## src/rtl/airi5c_lsu_pkg.sv

```systemverilog
// Shared constants for the AIRI5C load/store unit.
//   - MEM_SIZE_*  : funct3 memory size codes as delivered by the decoder
//   - HTRANS_*    : AHB-Lite transfer types used by the LSU
//   - lsu_state_t : 2-bit LSU transfer state encoding
//   - ahb_size()  : funct3 size -> AHB HSIZE (unused codes fold to word)
//   - is_misaligned() : alignment check for a size/low-address pair
package airi5c_lsu_pkg;

    localparam logic [2:0] MEM_SIZE_B  = 3'd0;
    localparam logic [2:0] MEM_SIZE_H  = 3'd1;
    localparam logic [2:0] MEM_SIZE_W  = 3'd2;
    localparam logic [2:0] MEM_SIZE_BU = 3'd4;
    localparam logic [2:0] MEM_SIZE_HU = 3'd5;

    localparam logic [1:0] HTRANS_IDLE   = 2'b00;
    localparam logic [1:0] HTRANS_NONSEQ = 2'b10;

    typedef enum logic [1:0] {
        LSU_IDLE = 2'd0,
        LSU_ADDR = 2'd1,
        LSU_DATA = 2'd2
    } lsu_state_t;

    // Only the low two bits select the access width; bit 2 is signedness.
    // Codes 3/6/7 never come from the decoder and are treated as word.
    function automatic logic [2:0] ahb_size(input logic [2:0] size);
        case (size[1:0])
            2'd0:    return 3'd0;
            2'd1:    return 3'd1;
            default: return 3'd2;
        endcase
    endfunction

    function automatic logic is_misaligned(input logic [2:0] size, input logic [1:0] addr_lo);
        case (size[1:0])
            2'd0:    return 1'b0;
            2'd1:    return addr_lo[0];
            default: return |addr_lo;
        endcase
    endfunction

endpackage

```

## src/rtl/airi5c_lsu_fmt.sv

```systemverilog
// Data formatting for the load/store unit (purely combinational).
//   st_size_i / st_data_i -> st_data_o : store data replicated onto all byte lanes
//   ld_size_i / ld_addr_i / ld_data_i -> ld_data_o : load lane extraction plus
//                                        sign (B/H) or zero (BU/HU) extension
module airi5c_lsu_fmt
    import airi5c_lsu_pkg::*;
(
    input  logic [2:0]  st_size_i,
    input  logic [31:0] st_data_i,
    output logic [31:0] st_data_o,
    input  logic [2:0]  ld_size_i,
    input  logic [1:0]  ld_addr_i,
    input  logic [31:0] ld_data_i,
    output logic [31:0] ld_data_o
);

    logic [7:0]  ld_byte;
    logic [15:0] ld_half;
    logic        ld_signed;

    // Replicating the store data means the slave picks the right lane from
    // HADDR/HSIZE alone; no byte-strobe logic is needed on this side.
    always_comb begin
        case (st_size_i[1:0])
            2'd0:    st_data_o = {4{st_data_i[7:0]}};
            2'd1:    st_data_o = {2{st_data_i[15:0]}};
            default: st_data_o = st_data_i;
        endcase
    end

    always_comb begin
        case (ld_addr_i)
            2'd0:    ld_byte = ld_data_i[7:0];
            2'd1:    ld_byte = ld_data_i[15:8];
            2'd2:    ld_byte = ld_data_i[23:16];
            default: ld_byte = ld_data_i[31:24];
        endcase
    end

    assign ld_half   = ld_addr_i[1] ? ld_data_i[31:16] : ld_data_i[15:0];
    assign ld_signed = ~ld_size_i[2];

    always_comb begin
        case (ld_size_i[1:0])
            2'd0:    ld_data_o = {{24{ld_signed & ld_byte[7]}}, ld_byte};
            2'd1:    ld_data_o = {{16{ld_signed & ld_half[15]}}, ld_half};
            default: ld_data_o = ld_data_i;
        endcase
    end

endmodule

```

## src/rtl/airi5c_lsu.sv

```systemverilog
// AIRI5C load/store unit: single-outstanding AHB-Lite data-memory master.
//   clk_i, rst_i           : core clock, asynchronous active-high reset
//   dmem_*_i, addr_i,
//   wdata_i, killed_ex_i   : registered memory request from EX
//   dmem_h*_o / dmem_h*_i  : AHB-Lite master interface
//   stall_o                : holds EX while a transfer is in flight
//   load_data_o/valid_o    : formatted load result, valid pulse the cycle
//                            after completion
//   misaligned_*_o         : combinational, in the request cycle, no bus access
//   bus_error_o            : one-cycle pulse after an AHB error response
module airi5c_lsu
    import airi5c_lsu_pkg::*;
#(
    parameter int XPR_LEN = 32
) (
    input  logic               clk_i,
    input  logic               rst_i,
    input  logic               dmem_en_i,
    input  logic               dmem_wen_i,
    input  logic [2:0]         dmem_size_i,
    input  logic [XPR_LEN-1:0] addr_i,
    input  logic [XPR_LEN-1:0] wdata_i,
    input  logic               killed_ex_i,
    output logic [XPR_LEN-1:0] dmem_haddr_o,
    output logic               dmem_hwrite_o,
    output logic [2:0]         dmem_hsize_o,
    output logic [1:0]         dmem_htrans_o,
    output logic [XPR_LEN-1:0] dmem_hwdata_o,
    input  logic [XPR_LEN-1:0] dmem_hrdata_i,
    input  logic               dmem_hready_i,
    input  logic               dmem_hresp_i,
    output logic               stall_o,
    output logic [XPR_LEN-1:0] load_data_o,
    output logic               load_valid_o,
    output logic               misaligned_load_o,
    output logic               misaligned_store_o,
    output logic               bus_error_o
);

    lsu_state_t         state_q;
    logic [XPR_LEN-1:0] haddr_q;
    logic               hwrite_q;
    logic [2:0]         hsize_q;
    logic [2:0]         size_q;
    logic [XPR_LEN-1:0] wdata_q;
    logic               drop_q;
    logic [XPR_LEN-1:0] load_data_q;
    logic               load_valid_q;
    logic               bus_error_q;

    logic               misaligned;
    logic               req_live;
    logic               req;
    logic               drop_eff;
    logic [XPR_LEN-1:0] wdata_rep;
    logic [XPR_LEN-1:0] rdata_fmt;

    assign misaligned         = is_misaligned(dmem_size_i, addr_i[1:0]);
    assign req_live           = dmem_en_i & ~killed_ex_i;
    assign misaligned_load_o  = req_live & misaligned & ~dmem_wen_i;
    assign misaligned_store_o = req_live & misaligned &  dmem_wen_i;

    // Gating with rst_i keeps the address phase and stall quiet while reset
    // is held, even though EX may still present its request.
    assign req = req_live & ~misaligned & ~rst_i & (state_q == LSU_IDLE);

    // A kill arriving in the same cycle as the response still suppresses it.
    assign drop_eff = drop_q | killed_ex_i;

    airi5c_lsu_fmt u_fmt (
        .st_size_i (dmem_size_i),
        .st_data_i (wdata_i),
        .st_data_o (wdata_rep),
        .ld_size_i (size_q),
        .ld_addr_i (haddr_q[1:0]),
        .ld_data_i (dmem_hrdata_i),
        .ld_data_o (rdata_fmt)
    );

    // The first address phase is driven straight from EX so a load costs only
    // one extra cycle; later cycles replay the captured copy.
    // NOTE: every output gets a default before the case so no latch is inferred.
    always_comb begin
        dmem_htrans_o = HTRANS_IDLE;
        dmem_haddr_o  = haddr_q;
        dmem_hwrite_o = hwrite_q;
        dmem_hsize_o  = hsize_q;
        stall_o       = 1'b0;
        case (state_q)
            LSU_IDLE: begin
                if (req) begin
                    dmem_htrans_o = HTRANS_NONSEQ;
                    dmem_haddr_o  = addr_i;
                    dmem_hwrite_o = dmem_wen_i;
                    dmem_hsize_o  = ahb_size(dmem_size_i);
                    stall_o       = 1'b1;
                end
            end
            LSU_ADDR: begin
                dmem_htrans_o = HTRANS_NONSEQ;
                stall_o       = 1'b1;
            end
            LSU_DATA: begin
                stall_o = ~dmem_hready_i;
            end
            default: ;
        endcase
    end

    assign dmem_hwdata_o = wdata_q;
    assign load_data_o   = load_data_q;
    assign load_valid_o  = load_valid_q;
    assign bus_error_o   = bus_error_q;

    // NOTE: state registers use non-blocking assignments so every flop samples
    // the pre-edge values regardless of statement order.
    always_ff @(posedge clk_i or posedge rst_i) begin
        if (rst_i) begin
            state_q      <= LSU_IDLE;
            haddr_q      <= '0;
            hwrite_q     <= 1'b0;
            hsize_q      <= 3'h2;
            size_q       <= MEM_SIZE_W;
            wdata_q      <= '0;
            drop_q       <= 1'b0;
            load_data_q  <= '0;
            load_valid_q <= 1'b0;
            bus_error_q  <= 1'b0;
        end else begin
            load_valid_q <= 1'b0;
            bus_error_q  <= 1'b0;
            case (state_q)
                LSU_IDLE: begin
                    if (req) begin
                        haddr_q  <= addr_i;
                        hwrite_q <= dmem_wen_i;
                        hsize_q  <= ahb_size(dmem_size_i);
                        size_q   <= dmem_size_i;
                        wdata_q  <= wdata_rep;
                        drop_q   <= 1'b0;
                        state_q  <= dmem_hready_i ? LSU_DATA : LSU_ADDR;
                    end
                end
                LSU_ADDR: begin
                    // An accepted AHB transfer cannot be withdrawn; a kill only
                    // discards its result.
                    if (killed_ex_i) drop_q <= 1'b1;
                    if (dmem_hready_i) state_q <= LSU_DATA;
                end
                LSU_DATA: begin
                    if (killed_ex_i) drop_q <= 1'b1;
                    // hresp with hready low is the first error cycle: keep waiting.
                    if (dmem_hready_i) begin
                        state_q <= LSU_IDLE;
                        if (dmem_hresp_i) begin
                            bus_error_q <= ~drop_eff;
                        end else if (!hwrite_q && !drop_eff) begin
                            load_data_q  <= rdata_fmt;
                            load_valid_q <= 1'b1;
                        end
                    end
                end
                default: state_q <= LSU_IDLE;
            endcase
        end
    end

endmodule

```

## config.mk

```make
export PLATFORM = sky130hd
export DESIGN_NAME = airi5c_lsu
export DESIGN_NICKNAME = d
export VERILOG_FILES = /design/src/rtl/airi5c_lsu_pkg.sv /design/src/rtl/airi5c_lsu_fmt.sv /design/src/rtl/airi5c_lsu.sv
export SDC_FILE = /design/constraint.sdc
export NUM_CORES = 1
export LEC_CHECK = 0
export ABC_CLOCK_PERIOD_IN_PS = 8400
export BUFFER_PORTS_ARGS = -buffer_cell sky130_fd_sc_hd__buf_2
export CORE_ASPECT_RATIO = 0.7
export CORE_MARGIN = 4
export CORE_UTILIZATION = 35
export DETAILED_ROUTE_END_ITERATION = 12
export PLACE_DENSITY_LB_ADDON = 0.15
export RECOVER_POWER = 100
export SYNTH_ARGS = -nofsm -noshare
export SYNTH_HDL_FRONTEND = slang
export SYNTH_SLANG_ARGS = --single-unit
```

## constraint.sdc

```tcl
create_clock -name clk_i -period 8.4 [get_ports clk_i]
set_input_delay 0.84 -clock clk_i [delete_from_list [all_inputs] [get_ports clk_i]]
set_output_delay 0.84 -clock clk_i [all_outputs]
set_load 0.03 [all_outputs]
```

Yosys cells after proc, flatten, opt, wreduce, memory -nomap -nowiden
Index checks and enable logic that the tools add are counted.

Output and inout port bits: 107. Input bits: 106. Bits in registers: 108. Word-level logic and storage cells: 83.

Equal/unequal tests: 10. Muxes and demuxes: 31. Reduce and logical (&&, ||, !) cells: 14. Bitwise logic cells: 18.

Operator list (number): case mux 32 bit (2 select lines) (2); two-way mux 32 bit (2); case mux 8 bit (3 select lines) (1); two-way mux 16 bit (1); two-way mux 1 bit (12); two-way mux 2 bit (5); bitwise AND 1 bit (9); equality test 2 x 1 -> 1 bit (second input constant) (4); zero test 2 bit (4); NOT 1 bit (8); case mux 2 bit (2 select lines) (2); two-way mux 3 bit (2); inequality test 2 bit (second input constant) (3); case mux 2 bit (3 select lines) (1); AND reduction 3 bit (2); equality test 2 bit (second input constant) (2); case mux 1 bit (2 select lines) (2); AND reduction 4 bit (1); OR reduction 2 bit (2); case mux 1 bit (3 select lines) (1); zero test 1 bit (2); inequality test 2 x 1 -> 1 bit (second input constant) (1); AND reduction 2 bit (1); nonzero test 2 bit (1); 2 further kinds (2).

Depth between registers and ports, before layout
Depth after elaboration: 8. Gate-level depth with buffers: 9. Gate-level depth less buffers: 7.

By module
Synthesis repeated with hierarchy kept, for this count alone.

Cell total of the unflattened synthesis: 433. Area, all modules: 5422.7 um^2.

Modules (own cells, without submodules): airi5c_lsu (sequential area each 2705.1 um^2, area each 4324.1 um^2, times used 1, cells each 262); airi5c_lsu_fmt (sequential area each 0.0 um^2, area each 1098.6 um^2, times used 1, cells each 171).

Worst setup path after synthesis
No wires, ideal clock.

Path kind: in2out. Start point: in addr_i[0]. End point: out dmem_hsize_o[0]. Required time: 7560 ps. Stages on the path: 4. Data arrival time: 2357 ps. Path buffers: 1. Slack: 5203 ps. Cell sequence: o21ai_0 -> nand4_1 -> clkbuf_1 -> o21ai_0.

Cells in the longest elaborated chain, start to end: 8.

Ends and longest elaborated chain: start: declaration (line airi5c_lsu.sv:21) `input logic [XPR_LEN-1:0] addr_i,`; OR reduction 2 bit (line airi5c_lsu_pkg.sv:38) `default: return |addr_lo;`; case mux 1 bit (2 select lines) * (line airi5c_lsu_pkg.sv:35) `case (size[1:0])`; NOT 1 bit * (line airi5c_lsu.sv:65) `assign req = req_live & ~misaligned & ~rst_i & (state_q == LSU_IDLE);`; bitwise AND 1 bit * (3 in a row) (line airi5c_lsu.sv:65); two-way mux 3 bit * (line airi5c_lsu.sv:91) `if (req) begin`; two-way mux 3 bit * (line airi5c_lsu.sv:89) `case (state_q)`; end: declaration (line airi5c_lsu.sv:26) `output logic [2:0] dmem_hsize_o,`.

Mark *: on every way between the ends. The rest lies on a longest branch, timed or not.

Worst setup path in the final report
Start point: in dmem_size_i[1]. End point: out dmem_hwrite_o.

Cells in the longest elaborated chain, start to end: 8. Elaborated cells on any way between the ends: 9. Those cells by class: eq/ne: 1; mux: 3; bitwise: 4; reduce/logical: 1.

Ends and longest elaborated chain: start: declaration (line airi5c_lsu.sv:20) `input logic [2:0] dmem_size_i,`; equality test 2 x 1 -> 1 bit / zero test 2 bit (equally long branches) (line airi5c_lsu_pkg.sv:35); case mux 1 bit (2 select lines) * (line airi5c_lsu_pkg.sv:35); NOT 1 bit * (line airi5c_lsu.sv:65); bitwise AND 1 bit * (3 in a row) (line airi5c_lsu.sv:65); two-way mux 1 bit * (line airi5c_lsu.sv:91); two-way mux 1 bit *; end: declaration (line airi5c_lsu.sv:25) `output logic dmem_hwrite_o,`.

Marked as above.

==> run metrics <==
Leak 2.96 nW; CP most frequent cell clkbuf_1; slowest cell on the critical path clkbuf_1; Filler Cell Count 1411; clock buffer depth 2; Netlist cell types 45; vias in the first global route slightly above 4000; Power Density 400 nW/um2; DR vias 4179; Worst R2R Start state_q[0]; Critical Path RT 7.56 ns; synthesized cell area 5030 um2; gpl congestion 0.824; Pins Over Slew Limit 54; ANT nets after route 0; Tot GR Track Use 0.176; Root Buffer clkbuf_16; fin nets 766; worst setup margin roughly 3.4 ns; CTS Buf Count 9; Die Height 108 um; buffers and inverters on the worst path 3; hold path startpoint dmem_hwdata_o[18]; Synth-to-Final Area Change 26.7%; CTS tree done; DIE WIDTH 151 um; global-route wire length before repair 22500 um; post-cts gate resize count 0; Clock Latency Late Sink 0.35 ns; Critical Path, Cell by Cell clkbuf_1, o21ai_0, nand4_1, buf_4, mux2_2, clkbuf_1; grt ovf 0; proportion of layout cells with a drive suffix above 1 0.254; asr flop ratio synth 1.00; worst clock skew 0.0103 ns; Worst setup EP type output pin; Synthesis Warnings 0; Critical Path AT 4.17 ns; antenna cells 0; core area ~14000 um2; #FFs+latches synth 108; Die Footprint 16400 um2; failing checks capacitance limit, slew limit; clock slew at reported path FFs around 0.080 ns; Worst Tran Pin Value 3.00 ns; final number of hold-violating endpoints 0; post-synthesis sequential area ratio 0.537; initial cell density of the core 0.359; commonest cells after routing, fill and taps aside 108 x clkbuf_1, 106 x dfrtp_1, 104 x buf_2; cells on worst reg2reg path 8; grt met3 use 0.0566; Most Crowded Layer GR met1; outcome finished with violations; crit-path max FO 95; unrepaired setup endpoints after global routing false; Syn Nets 573; setup TNS 0 ns; Pwr Total 0.00255 W; M1 GR Usage 0.257; clock tree sinks 108; most common cell after layout, fill and taps aside clkbuf_1; Max Freq roughly 200 MHz; Total Wirelength 14800 um; number of max-cap violations 2; largest net degree at the start of global routing 96; starting DRC count in detailed routing 284; Crit Path Class in2out; Hold Path End dmem_hwdata_o[18]; reg-to-reg setup timing slack 3.61 ns; syn_area_per_cell 10.9 um2; Post-synth EDFFs 0; fin crit share 0.596; Rows 36; CP Launch Point dmem_size_i[1]; crit-path leading delay family buffers and inverters; hold path cells 2; cts hold-fix bufs 0; DRC violations left 0; post-DP HPWL 11000 um; DR vias/cell 4.91; minimum clock period around 5 ns; Top Ports 213; port bufs 211; initial antenna violation count 2; max_slew headroom -1.03; Hold Crit Class reg2reg; wire per inst 17.4 um; Pre-Repair DR Iteration Count 4; max incr delay on CP 1.04 ns; RR Endpoint load_data_o[26]; worst slack, placed 4.16 ns; worst hold slack 0.482 ns; worst vdd ir roughly 0.00016 V; post-CTS setup buffers 0; Synth Instances 463; M2 GR Usage 0.256; final setup violating endpoints 0; Primary FF master, synth dfrtp_1; Worst Setup Start Kind input port; H-tree lvl count 3
-- area by class of cell --
type                    count  area (um2)  area share
flip-flops and latches    108        2710       0.424
multi-input cells         315        2120       0.332
repair buffers            214         941       0.148
well taps                 190         238      0.0373
clock buffers               9         225      0.0353
clock inverters             7         116      0.0182
inverters                   8        31.3     0.00491
-- synthesized netlist by cell type (2+ instances only) --
| cell | instances | area share |
|---|---|---|
| a211oi_1 | 8 | 0.012 |
| a21o_1 | 4 | 0.0060 |
| a21oi_1 | 26 | 0.026 |
| a22oi_1 | 2 | 0.0030 |
| buf_2 | 12 | 0.012 |
| buf_6 | 3 | 0.0067 |
| clkbuf_1 | 15 | 0.011 |
| dfrtp_1 | 106 | 0.53 |
| dfstp_2 | 2 | 0.010 |
| ha_1 | 4 | 0.0099 |
| inv_1 | 7 | 0.0052 |
| mux2_2 | 49 | 0.11 |
| mux2i_1 | 29 | 0.058 |
| nand2_1 | 58 | 0.043 |
| nand2b_1 | 6 | 0.0075 |
| nand3_1 | 36 | 0.036 |
| nand3b_1 | 3 | 0.0045 |
| nor2_1 | 25 | 0.019 |
| nor2b_1 | 2 | 0.0025 |
| nor3b_1 | 9 | 0.013 |
| nor4_1 | 2 | 0.0025 |
| o21ai_0 | 28 | 0.028 |
| o21ba_2 | 2 | 0.0040 |
| o22ai_1 | 2 | 0.0025 |
| o31ai_1 | 3 | 0.0045 |
-- how the worst max path moves through the flow --
stage,slack [ns],cells past startpoint,to
after floorplan,4.72,1,bus_error_o
after global placement,4.29,6,dmem_haddr_o[17]
after detailed placement,4.16,6,dmem_haddr_o[5]
after CTS,4.16,6,dmem_haddr_o[5]
after global routing,3.00,8,load_data_o[26]
final,3.39,6,dmem_hwrite_o
-- through the flow --
stage | util | instance area, um2 | instances
6_report | 0.455 | 6380 | 851
5_1_grt | 0.455 | 6380 | 851
2_1_floorplan | - | 5030 | 463
3_5_place_dp | 0.442 | 6190 | 835
4_1_cts | 0.466 | 6530 | 851
3_3_place_gp | 0.442 | 6190 | 835
-- worst min-delay path, delay by kind of cell (launching register included) --
family	cells	cell delay (ns)
flops	1	0.34
compound gates	1	0.06
simple gates	1	0.04
-- registers in the layout (all words and copies together), names as in the netlist --
register	cells
haddr_q	32
size_q	3
hsize_q	3
state_q	2
bus_error_o	1
hwrite_q	1
load_valid_o	1
drop_q	1
load_data_o	32
dmem_hwdata_o	32
-- where the power goes --
| part | total [W] | switching [W] | internal (W) | leakage [nW] |
|---|---|---|---|---|
| clock network | 0.000481 | 0.000211 | 0.000270 | 0.167 |
| logic | 0.00114 | 0.000822 | 0.000321 | 1.45 |
| registers | 0.000925 | 0.000164 | 0.000761 | 1.34 |
| total | 0.00255 | 0.00120 | 0.00135 | 2.96 |
-- metal layers --
metal	wire length [um]	vias to the layer above
li1	-	1997
met2	6420	165
met5	27	-
met4	148	4
met1	6570	1999
met3	1640	14
-- kinds of logic after synthesis --
| family | count (synthesis) | synth area share |
|---|---|---|
| and+or+nand+nor | 151 | 0.144 |
| DFF | 108 | 0.537 |
| AOI/OAI and AO/OA | 81 | 0.102 |
| muxes | 78 | 0.167 |
| buffers and inverters | 40 | 0.0380 |
| adders and majority gates | 4 | 0.00994 |
| other | 1 | 0.000745 |
Power figures use the tool's default switching activity.
